===== config.mk =====
export PLATFORM = sky130hd
export DESIGN_NAME = preadder_mt
export DESIGN_NICKNAME = d
export VERILOG_FILES = /design/src/rtl/preadder_mt_pkg.sv /design/src/rtl/poly_adder_L3_L3.sv /design/src/rtl/preadder_mt.sv
export SDC_FILE = /design/constraint.sdc
export NUM_CORES = 2
export LEC_CHECK = 0
export ABC_AREA = 1
export CAP_MARGIN = 25
export CORE_ASPECT_RATIO = 2
export CORE_UTILIZATION = 50
export DETAILED_ROUTE_END_ITERATION = 7
export PLACE_DENSITY_LB_ADDON = 0.25
export SYNTH_ARGS = -nofsm -noshare
export SYNTH_HDL_FRONTEND = slang
export SYNTH_SLANG_ARGS = --single-unit

===== constraint.sdc =====
create_clock -name clk -period 3.3 [get_ports clk]
set_input_delay 0.66 -clock clk [delete_from_list [all_inputs] [get_ports clk]]
set_output_delay 0.66 -clock clk [all_outputs]
set_load 0.1 [all_outputs]

===== src/rtl/preadder_mt_pkg.sv =====
// Shared BN254 polynomial types and the coefficient-wise redundant add/subtract helper.
package preadder_mt_pkg;

    localparam int unsigned COEF_W = 16;
    localparam int unsigned N_COEF = 4;

    typedef logic [N_COEF-1:0][COEF_W-1:0] redundant_poly_L3;

    // Redundant form: each coefficient wraps independently, no carry or reduction between coefficients.
    function automatic redundant_poly_L3 poly_addsub(input redundant_poly_L3 a,
                                                     input redundant_poly_L3 b,
                                                     input logic sub);
        redundant_poly_L3 r;
        for (int unsigned i = 0; i < N_COEF; i++) begin
            r[i] = sub ? COEF_W'(a[i] - b[i]) : COEF_W'(a[i] + b[i]);
        end
        return r;
    endfunction

endpackage


===== src/rtl/poly_adder_L3_L3.sv =====
// Pipelined redundant polynomial adder/subtractor with a fixed LATENCY of registered stages.
module poly_adder_L3_L3
    import preadder_mt_pkg::*;
#(
    parameter int unsigned LATENCY = 1
) (
    input  logic             clk,
    input  redundant_poly_L3 a,
    input  logic             b_sub,
    input  redundant_poly_L3 b,
    output redundant_poly_L3 z
);

    redundant_poly_L3 r_pipe [LATENCY];

    // Datapath only: validity is tracked by the caller, so no reset is needed here.
    always_ff @(posedge clk) begin
        r_pipe[0] <= poly_addsub(a, b, b_sub);
        for (int unsigned k = 1; k < LATENCY; k++) begin
            r_pipe[k] <= r_pipe[k-1];
        end
    end

    assign z = r_pipe[LATENCY-1];

endmodule


===== src/rtl/preadder_mt.sv =====
// Multi-threaded pre-adder: combines operands with per-thread history X/Y, fixed latency ADD_LAT+1.
module preadder_mt
    import preadder_mt_pkg::*;
#(
    parameter int unsigned N_THREAD = 4,
    parameter int unsigned ADD_LAT  = 1,
    localparam int unsigned TW      = $clog2(N_THREAD)
) (
    input  logic                clk,
    input  logic                rstn,
    input  logic                in_valid,
    input  logic [TW-1:0]       in_thread,
    input  redundant_poly_L3    X,
    input  redundant_poly_L3    Y,
    input  logic [1:0]          mode1,
    input  logic [1:0]          mode2,
    input  logic [N_THREAD-1:0] clr,
    output logic                out_valid,
    output logic [TW-1:0]       out_thread,
    output redundant_poly_L3    Z0,
    output redundant_poly_L3    Z1,
    output logic                err
);

    localparam int unsigned LAST = ADD_LAT - 1;

    redundant_poly_L3    r_hx [N_THREAD];
    redundant_poly_L3    r_hy [N_THREAD];
    logic [N_THREAD-1:0] r_hv;

    logic             r_vld [ADD_LAT];
    logic [TW-1:0]    r_thr [ADD_LAT];
    logic [1:0]       r_m1  [ADD_LAT];
    logic [1:0]       r_m2  [ADD_LAT];
    logic             r_err [ADD_LAT];
    redundant_poly_L3 r_px  [ADD_LAT];
    redundant_poly_L3 r_py  [ADD_LAT];

    logic             w_hv;
    logic             w_err;
    redundant_poly_L3 w_hx;
    redundant_poly_L3 w_hy;
    redundant_poly_L3 w_xh;
    redundant_poly_L3 w_xy;
    redundant_poly_L3 w_yh;
    redundant_poly_L3 w_xmy;
    redundant_poly_L3 w_z0;
    redundant_poly_L3 w_z1;

    // History is read combinationally before the same-edge write, giving read-before-write.
    assign w_hv  = r_hv[in_thread];
    assign w_hx  = w_hv ? r_hx[in_thread] : '0;
    assign w_hy  = w_hv ? r_hy[in_thread] : '0;
    assign w_err = in_valid & ~w_hv & (mode1[0] | mode2[0]);

    poly_adder_L3_L3 #(.LATENCY(ADD_LAT)) u_add_xh (
        .clk(clk), .a(X), .b(w_hx), .b_sub(mode1[1]), .z(w_xh)
    );

    poly_adder_L3_L3 #(.LATENCY(ADD_LAT)) u_add_xy (
        .clk(clk), .a(X), .b(Y), .b_sub(1'b0), .z(w_xy)
    );

    poly_adder_L3_L3 #(.LATENCY(ADD_LAT)) u_add_yh (
        .clk(clk), .a(Y), .b(w_hy), .b_sub(mode2[1]), .z(w_yh)
    );

    poly_adder_L3_L3 #(.LATENCY(ADD_LAT)) u_sub_xy (
        .clk(clk), .a(X), .b(Y), .b_sub(1'b1), .z(w_xmy)
    );

    // Clear strobe first, then a same-cycle write to the thread re-validates it.
    always_ff @(posedge clk or negedge rstn) begin
        if (!rstn) begin
            r_hv <= '0;
        end else begin
            r_hv <= r_hv & ~clr;
            if (in_valid) begin
                r_hv[in_thread] <= 1'b1;
            end
        end
    end

    always_ff @(posedge clk) begin
        if (in_valid) begin
            r_hx[in_thread] <= X;
            r_hy[in_thread] <= Y;
        end
    end

    // Control pipeline runs alongside the adders so mode selects line up with their results.
    always_ff @(posedge clk or negedge rstn) begin
        if (!rstn) begin
            for (int unsigned k = 0; k < ADD_LAT; k++) begin
                r_vld[k] <= 1'b0;
                r_thr[k] <= '0;
                r_m1[k]  <= '0;
                r_m2[k]  <= '0;
                r_err[k] <= 1'b0;
            end
        end else begin
            r_vld[0] <= in_valid;
            r_thr[0] <= in_thread;
            r_m1[0]  <= mode1;
            r_m2[0]  <= mode2;
            r_err[0] <= w_err;
            for (int unsigned k = 1; k < ADD_LAT; k++) begin
                r_vld[k] <= r_vld[k-1];
                r_thr[k] <= r_thr[k-1];
                r_m1[k]  <= r_m1[k-1];
                r_m2[k]  <= r_m2[k-1];
                r_err[k] <= r_err[k-1];
            end
        end
    end

    always_ff @(posedge clk) begin
        r_px[0] <= X;
        r_py[0] <= Y;
        for (int unsigned k = 1; k < ADD_LAT; k++) begin
            r_px[k] <= r_px[k-1];
            r_py[k] <= r_py[k-1];
        end
    end

    always_comb begin
        w_z0 = r_px[LAST];
        w_z1 = r_py[LAST];
        case (r_m1[LAST])
            2'b01, 2'b11: w_z0 = w_xh;
            2'b10:        w_z0 = w_xy;
            default:      w_z0 = r_px[LAST];
        endcase
        case (r_m2[LAST])
            2'b01, 2'b11: w_z1 = w_yh;
            2'b10:        w_z1 = w_xmy;
            default:      w_z1 = r_py[LAST];
        endcase
    end

    // Results and thread hold between valid outputs; err is only meaningful with out_valid.
    always_ff @(posedge clk or negedge rstn) begin
        if (!rstn) begin
            out_valid  <= 1'b0;
            err        <= 1'b0;
            out_thread <= '0;
            Z0         <= '0;
            Z1         <= '0;
        end else begin
            out_valid <= r_vld[LAST];
            err       <= r_vld[LAST] & r_err[LAST];
            if (r_vld[LAST]) begin
                out_thread <= r_thr[LAST];
                Z0         <= w_z0;
                Z1         <= w_z1;
            end
        end
    end

endmodule


---- After elaboration in Yosys (flattened, before gate mapping) ----
Memories as Yosys holds them, arrays and structs flattened.
Cells that the tools add are included.
word-level totals
  bits of input ports ..................... 141
  memories ................................ 8
  memory bits (writable) .................. 896
  bits in registers ....................... 144
  logic and storage cells ................. 87
memories
  name             words  bits a word  rd ports  clocked after memory_dff  wr ports  line                    source
  r_hx             4      64           1         0                         1         preadder_mt.sv:27       redundant_poly_L3 r_hx [N_THREAD];
  r_hy             4      64           1         0                         1         preadder_mt.sv:28       redundant_poly_L3 r_hy [N_THREAD];
  r_px             1      64           1         0                         1         preadder_mt.sv:36       redundant_poly_L3 r_px [ADD_LAT];
  r_py             1      64           1         0                         1         preadder_mt.sv:37       redundant_poly_L3 r_py [ADD_LAT];
  u_add_xh.r_pipe  1      64           1         0                         1         poly_adder_L3_L3.sv:14  redundant_poly_L3 r_pipe [LATENCY];
  u_add_xy.r_pipe  1      64           1         0                         1         poly_adder_L3_L3.sv:14
  +2 memories      n/a    n/a          n/a       n/a                       n/a       n/a
operators by class
  reductions and logical operators ........ 3
  mux-type cells .......................... 19
  equality and inequality tests ........... 6
  $add $sub $neg .......................... 24
  bitwise operators ....................... 8
  $lt $le $gt $ge ......................... 2
operator list
  kind                                                  count
  one-hot mux 64 bit (2 select lines)                   2
  adder 16 bit                                          12
  subtractor 16 bit                                     12
  two-way mux 16 bit                                    8
  two-way mux 64 bit                                    2
  == test 2 bit (second input constant)                 4
  bitwise AND 4 bit                                     1
  == test 2 x 1 -> 1 bit (second input constant)        2
  two-way mux 1 bit                                     4
  two-way mux 4 bit                                     1
  inverter 4 bit                                        1
  OR 4 bit                                              1
  OR reduction 2 bit                                    2
  bitwise AND 1 bit                                     3
  < comparator 2 x 3 -> 1 bit (second input constant)   1
  binary-select mux 1 bit (select 2 bit)                1
  demux 1 bit (select 2 bit)                            1
  >= comparator 2 x 1 -> 1 bit (second input constant)  1
  logical AND 1 bit                                     1
  inverter 1 bit                                        1
  OR 1 bit                                              1

---- Depth between registers and ports, before layout ----
  word-level depth ........................ 6
  mapped depth ............................ 30
  mapped depth without buffers ............ 28

---- Cells and area by module ----
A second synthesis with hierarchy kept.
second synthesis, totals
  cells, all modules ...................... 7288
  area, all modules ....................... 57607.8 µm²
by module, submodules not included
  module                           area an instance (µm²)  instances  cells each
  preadder_mt                      31112.3                 1          2951
  poly_adder_L3_L3 (u_add_xy ...)  6605.1                  2          1075
  poly_adder_L3_L3 (u_add_xh)      6762.7                  1          1125
  poly_adder_L3_L3 (u_sub_xy)      6522.5                  1          1062

---- Worst setup path before layout ----
OpenSTA, ideal clock, no wires.
  path type ............................... input port to flip-flop
  start point ............................. input in_thread[1]
  end point ............................... memory r_hx[1][0] (netlist name) (enable)
  library setup time ...................... 0.618 ns
  path buffers ............................ 2
  stages .................................. 5
  setup slack ............................. -3.960 ns
  data arrival time ....................... 6.643 ns
  required time ........................... 2.682 ns
  cell sequence ........................... buf_4 nor2_2 buf_2 inv_1 nor2_1
RTL lines
  item         line               source
  from (decl)  preadder_mt.sv:12  input logic [TW-1:0] in_thread,
  to (decl)    preadder_mt.sv:27
Straight into the memory's write port.

---- Worst setup path after layout ----
  start point ............................. register r_hv[0]
  end point ............................... memory u_add_yh.r_pipe[0][60] (netlist name)
on the way
  longest elaborated chain between the ends .. 5
  elaborated cells between the ends (all ways) .. 6
RTL lines
  item                                               line                    source
  from (decl)                                        preadder_mt.sv:29       logic [N_THREAD-1:0] r_hv;
  from (signal assigned)                             preadder_mt.sv:77       r_hv <= r_hv & ~clr;
  binary-select mux 1 bit (select 2 bit) (*)         preadder_mt.sv:51       assign w_hv = r_hv[in_thread];
  two-way mux 1 bit (implied by the code) (*)        preadder_mt.sv:51
  two-way mux 64 bit (*)                             preadder_mt.sv:53       assign w_hy = w_hv ? r_hy[in_thread] : '0;
  adder 16 bit or subtractor 16 bit (tied branches)  preadder_mt_pkg.sv:15   r[i] = sub ? COEF_W'(a[i] - b[i]) : COEF_W'(a[i] + b[i]);
  two-way mux 16 bit (*)                             preadder_mt_pkg.sv:15
  to (decl)                                          poly_adder_L3_L3.sv:14
Every way passes the cells marked *; elsewhere a longest branch is shown, timed or not. The select of a mux whose other input is x is not followed.

==> impl_metrics.env <==
export IMPL_fraction_of_layout_cells_with_a_size_suffix_above_1=0.210
export IMPL_clockRootBuffer="sky130_fd_sc_hd__clkbuf_16"
export IMPL_hold_path_end="r_hv[3]"
export IMPL_std_cell_rows=163
export IMPL_drtPass1Iterations=5
export IMPL_synthTopCellsByArea="sky130_fd_sc_hd__edfxtp_1 (31%), sky130_fd_sc_hd__nand2_1 (16%), sky130_fd_sc_hd__dfxtp_1 (15%)"
export IMPL_post_drt_via_cell_ratio=5.26
export IMPL_power_share_combinational=0.314
export IMPL_floorplan_die_area_um2=101000
export IMPL_area_growth_synth_to_final_pct=29.2
export IMPL_io_buffer_count=272
export IMPL_critPathLaunchType="flip-flop"
export IMPL_fmax_ghz=0.308
export IMPL_outcome="finished clean"
export IMPL_synth_cell_area_um2=49600
export IMPL_cts_made_buffers=90
export IMPL_synth_distinct_cells=42
export IMPL_skew_ps=19.6
export IMPL_antenna_found_initial=32
export IMPL_initial_utilization=0.504
export IMPL_gr_usage_all_layers=0.322
export IMPL_drt_drc_violations_left=0
export IMPL_ir_worst_vdd_mv=0.627
export IMPL_switching_share=0.341
export IMPL_die_width_um=225
export IMPL_leakagePower_nw=29.8
export IMPL_worstSetupPathType="flip-flop to flip-flop"
export IMPL_clockBufferDepth=3
export IMPL_clk_pin_slew_worst_setup_hold_paths_ps=70
export IMPL_report_final_setup_viol=0
export IMPL_final_cells=7944
export IMPL_yosys_area_top_type="sky130_fd_sc_hd__edfxtp_1"
export IMPL_worst_ep_required_time_ps=3930
export IMPL_part_of_the_total_power_dissipated_in_the_clock_network=0.289
export IMPL_final_hold_viol_count=0
export IMPL_power_per_cell_area_nw_per_um2=628
export IMPL_synth_fa_ha_area_frac=0.0690
export IMPL_max_slew_margin=0.450
export IMPL_cp_end_kind="flip-flop"
export IMPL_synthDominantCellAreaShare=0.310
export IMPL_synth_compound_area_frac=0.0652
export IMPL_first_global_vias=42300
export IMPL_fp_dieH_um=448
export IMPL_worstPathArrival_ps=3870
export IMPL_rsz0062_at_grt="true"
export IMPL_min_from="in_thread[0]"
export IMPL_critical_path_reg2reg_endpoint="u_add_yh.r_pipe[0][60]"
export IMPL_timing_reg2reg_worst_path_depth=22
export IMPL_cts_tree="built"
export IMPL_drv_max_cap_violation_count=0
export IMPL_synth_xor_area_share=0.0526
export IMPL_ys_seq_area_frac=0.535
export IMPL_multi_input_comb_area_um2=21900
export IMPL_syn_mean_instance_area_um2=8.85
export IMPL_grt_pass1_wl_um=240000
export IMPL_post_route_period_util=0.984
export IMPL_synthesized_area_fraction_occupied_by_and_or_nand_nor_cells=0.220
export IMPL_routed_via_count=41800
export IMPL_tightest_hold_check_type="input pin to flip-flop"
export IMPL_whs_path_depth=4
export IMPL_placeableCoreArea_um2=98500
export IMPL_routabilityCongestion=0.959
export IMPL_critical_path_reg2reg_startpoint="r_hv[0]"
export IMPL_report_final_slew_viol_count=0
export IMPL_clkLatencyLatePin_ps=710
export IMPL_worst_slew_pin_slew_ps=825
export IMPL_fillerInstances=8014
export IMPL_pwr_share_seq=0.398
export IMPL_num_nets_final=6929
export IMPL_placed_cells=7727
export IMPL_worstPathMaxFanout=14
export IMPL_drt_initial_drc_count=2957
export IMPL_switchingPower_mw=13.8
export IMPL_final_period_minus_worst_setup_slack_ps=3250
export IMPL_hpwl_um=119000
export IMPL_cellInternalPower_mw=26.5
export IMPL_synth_nets=6013
export IMPL_drt_wirelength_per_cell_um=20.5
export IMPL_routed_wirelength_um=163000
export IMPL_antenna_left=0
export IMPL_cts_sink_count=1036
export IMPL_dominant_combinational_cell_family_by_area_after_synthesis="simple AND/OR/NAND/NOR gates"
export IMPL_synthMuxAreaShare=0.000454
export IMPL_global_route_overflow_total=0
export IMPL_yosysWarnings=0
export IMPL_synth_seq_cells=1036
export IMPL_rrSetupSlack_ps=50
export IMPL_top_level_ports=273
export IMPL_netlist_instances=5608
export IMPL_area_sequential_um2=26600
export IMPL_largest_net_degree_at_the_start_of_global_routing=91
export IMPL_cts_htree_levels=3
export IMPL_finalHoldWorstSlack_ps=394
## layout make-up
type	instances	share of cell area
well taps	1320	0.0257
diodes	23	0.000897
flip-flops and latches	1036	0.414
clock buffers	120	0.0400
multi-input cells	3857	0.341
inverters	507	0.0301
repair buffers	1032	0.137
clock inverters	49	0.0102
## cells in the final DEF (no fill, tap or decap), types with 12 or more instances in the layout
| cell type | n |
|---|---|
| sky130_fd_sc_hd__o21ai_2 | 22 |
| sky130_fd_sc_hd__clkbuf_16 | 97 |
| sky130_fd_sc_hd__bufinv_16 | 14 |
| sky130_fd_sc_hd__nand2_2 | 87 |
| sky130_fd_sc_hd__diode_2 | 23 |
| sky130_fd_sc_hd__nand4_1 | 148 |
| sky130_fd_sc_hd__ha_4 | 37 |
| sky130_fd_sc_hd__buf_12 | 48 |
| sky130_fd_sc_hd__a31oi_1 | 17 |
| sky130_fd_sc_hd__a21o_1 | 34 |
| sky130_fd_sc_hd__o21bai_1 | 17 |
| sky130_fd_sc_hd__nand2_1 | 2053 |
| sky130_fd_sc_hd__clkbuf_1 | 16 |
| sky130_fd_sc_hd__buf_4 | 828 |
| sky130_fd_sc_hd__xnor2_1 | 70 |
| sky130_fd_sc_hd__nor2_1 | 154 |
| sky130_fd_sc_hd__dfrtp_1 | 141 |
| sky130_fd_sc_hd__nand3b_1 | 23 |
| sky130_fd_sc_hd__ha_1 | 208 |
| sky130_fd_sc_hd__inv_1 | 490 |
| sky130_fd_sc_hd__nand3_1 | 120 |
| sky130_fd_sc_hd__nor2_4 | 36 |
| sky130_fd_sc_hd__dfxtp_1 | 380 |
| sky130_fd_sc_hd__nor3_1 | 24 |
| sky130_fd_sc_hd__xor2_1 | 222 |
| sky130_fd_sc_hd__edfxtp_1 | 512 |
| sky130_fd_sc_hd__fa_1 | 13 |
| sky130_fd_sc_hd__nand2_4 | 22 |
| sky130_fd_sc_hd__o21ai_0 | 197 |
| sky130_fd_sc_hd__o21ai_1 | 29 |
| sky130_fd_sc_hd__buf_6 | 12 |
| sky130_fd_sc_hd__a21oi_2 | 43 |
| sky130_fd_sc_hd__nor2_2 | 31 |
| sky130_fd_sc_hd__a21oi_1 | 150 |
| sky130_fd_sc_hd__clkdlybuf4s50_1 | 137 |
## through the flow
stage / TNS (ps) / cell area (um^2) / power [mW] / setup WS, ps / utilization
floorplan: -59800 / 49700 / 23.3 / -163 / -
global placement: -36020 / 58900 / 27.8 / -811 / 0.598
detailed placement: -40280 / 58900 / 27.9 / -875 / 0.598
CTS: -27.6 / 62600 / 39.7 / -12.6 / 0.636
global route: -1140 / 64200 / 41.9 / -111 / 0.651
finish: 0 / 64200 / 40.3 / 53.4 / 0.651
## worst max-delay path: stages (launching register included)
cell and delay, ps:
sky130_fd_sc_hd__dfrtp_1 400, sky130_fd_sc_hd__nand2_1 70, sky130_fd_sc_hd__nand2_1 70, sky130_fd_sc_hd__nand2_2 120, sky130_fd_sc_hd__nand2_8 110, sky130_fd_sc_hd__buf_8 190
sky130_fd_sc_hd__nand2_1 170, sky130_fd_sc_hd__nand2_1 120, sky130_fd_sc_hd__nor2_2 160, sky130_fd_sc_hd__buf_4 130, sky130_fd_sc_hd__nand2_1 80, sky130_fd_sc_hd__o21ai_2 150
sky130_fd_sc_hd__xor2_1 160, sky130_fd_sc_hd__inv_1 80, sky130_fd_sc_hd__ha_4 270, sky130_fd_sc_hd__buf_4 110, sky130_fd_sc_hd__nand2_1 70, sky130_fd_sc_hd__o21ai_2 150
sky130_fd_sc_hd__buf_4 130, sky130_fd_sc_hd__a21o_1 100, sky130_fd_sc_hd__nand3_1 70, sky130_fd_sc_hd__nand2_1 80, sky130_fd_sc_hd__xor2_1 180
## power by group through the flow
stage	Combinational (mW)	Sequential [mW]	Clock, mW
after detailed placement	11.7	16.3	0
final	12.6	16.0	11.6
after global placement	11.5	16.2	0
after global routing	13.6	16.2	12.2
after CTS	11.9	16.0	11.8
after floorplan	4.76	18.6	0
## logic make-up (layout without fill, tap and decap cells)
group | count (synthesis) | in the layout
adders and majority gates | 264 | 264
other | 0 | 23
muxes | 2 | 2
xor gates and xnor gates | 298 | 298
DFF | 1036 | 1036
and+or+nand+nor | 2715 | 2715
buffers and inverters | 715 | 1708
AOI/OAI and AO/OA | 578 | 578
## per-layer routing
metal / track usage / routed length [um] / up-vias / part of all wire
met1: 0.317 / 55100 / 19800 / 0.34
met3: 0.0404 / 7640 / 497 / 0.047
met4: 0.247 / 12800 / 0 / 0.078
met5: 0 / 0 / - / 0
li1: - / - / 20000 / -
met2: 0.606 / 87400 / 1390 / 0.54
## sequential cells by signal, summed over array words and instances (netlist names), 2 cells and up
signal and cells:
u_sub_xy.r_pipe 61, r_py 64, r_hy 256, r_px 64, r_m2 2, Z0 64
u_add_xh.r_pipe 64, r_hv 4, r_hx 256, out_thread 2, u_add_xy.r_pipe 63, Z1 64
r_m1 2, r_thr 2, u_add_yh.r_pipe 64
## cell usage after synthesis, drive strengths merged
| cell | n |
|---|---|
| edfxtp | 512 |
| o22ai | 4 |
| o21bai | 19 |
| mux2 | 2 |
| o2111ai | 15 |
| dfrtp | 144 |
| nor2 | 221 |
| nand3 | 128 |
| a21boi | 21 |
| clkbuf | 118 |
| nor3 | 28 |
| a21o | 34 |
| a21oi | 195 |
| xor2 | 226 |
| fa | 16 |
| nand2 | 2166 |
| nand4 | 148 |
| o211ai | 7 |
| o21ai | 251 |
| ha | 248 |
| dfxtp | 380 |
| a221oi | 6 |
| a31oi | 20 |
| inv | 504 |
| clkinv | 3 |
| xnor2 | 72 |
| nand3b | 23 |
| a211oi | 2 |
| buf | 90 |
| nor4 | 1 |
| o31ai | 4 |
## worst max path at each step
stage,cells past startpoint,endpoint,start,slack [ps]
floorplan,6,r_hx[2][0],in_thread[0],-160
global placement,24,u_add_yh.r_pipe[0][47],in_thread[1],-810
detailed placement,27,u_add_yh.r_pipe[0][47],in_thread[1],-870
CTS,22,u_add_xh.r_pipe[0][63],r_hv[1],-10
global route,22,u_add_yh.r_pipe[0][63],r_hv[1],-110
finish,22,u_add_yh.r_pipe[0][60],r_hv[0],50
## repair_timing
action	CTS	global route
cloned	1	1
resized for setup	95	341
pin swaps	24	161
hold buffers	1	0
setup buffers	10	15
endpoints found under the setup margin	34	66
endpoints found under the hold margin	39	0
Power figures use the tool's default switching activity.
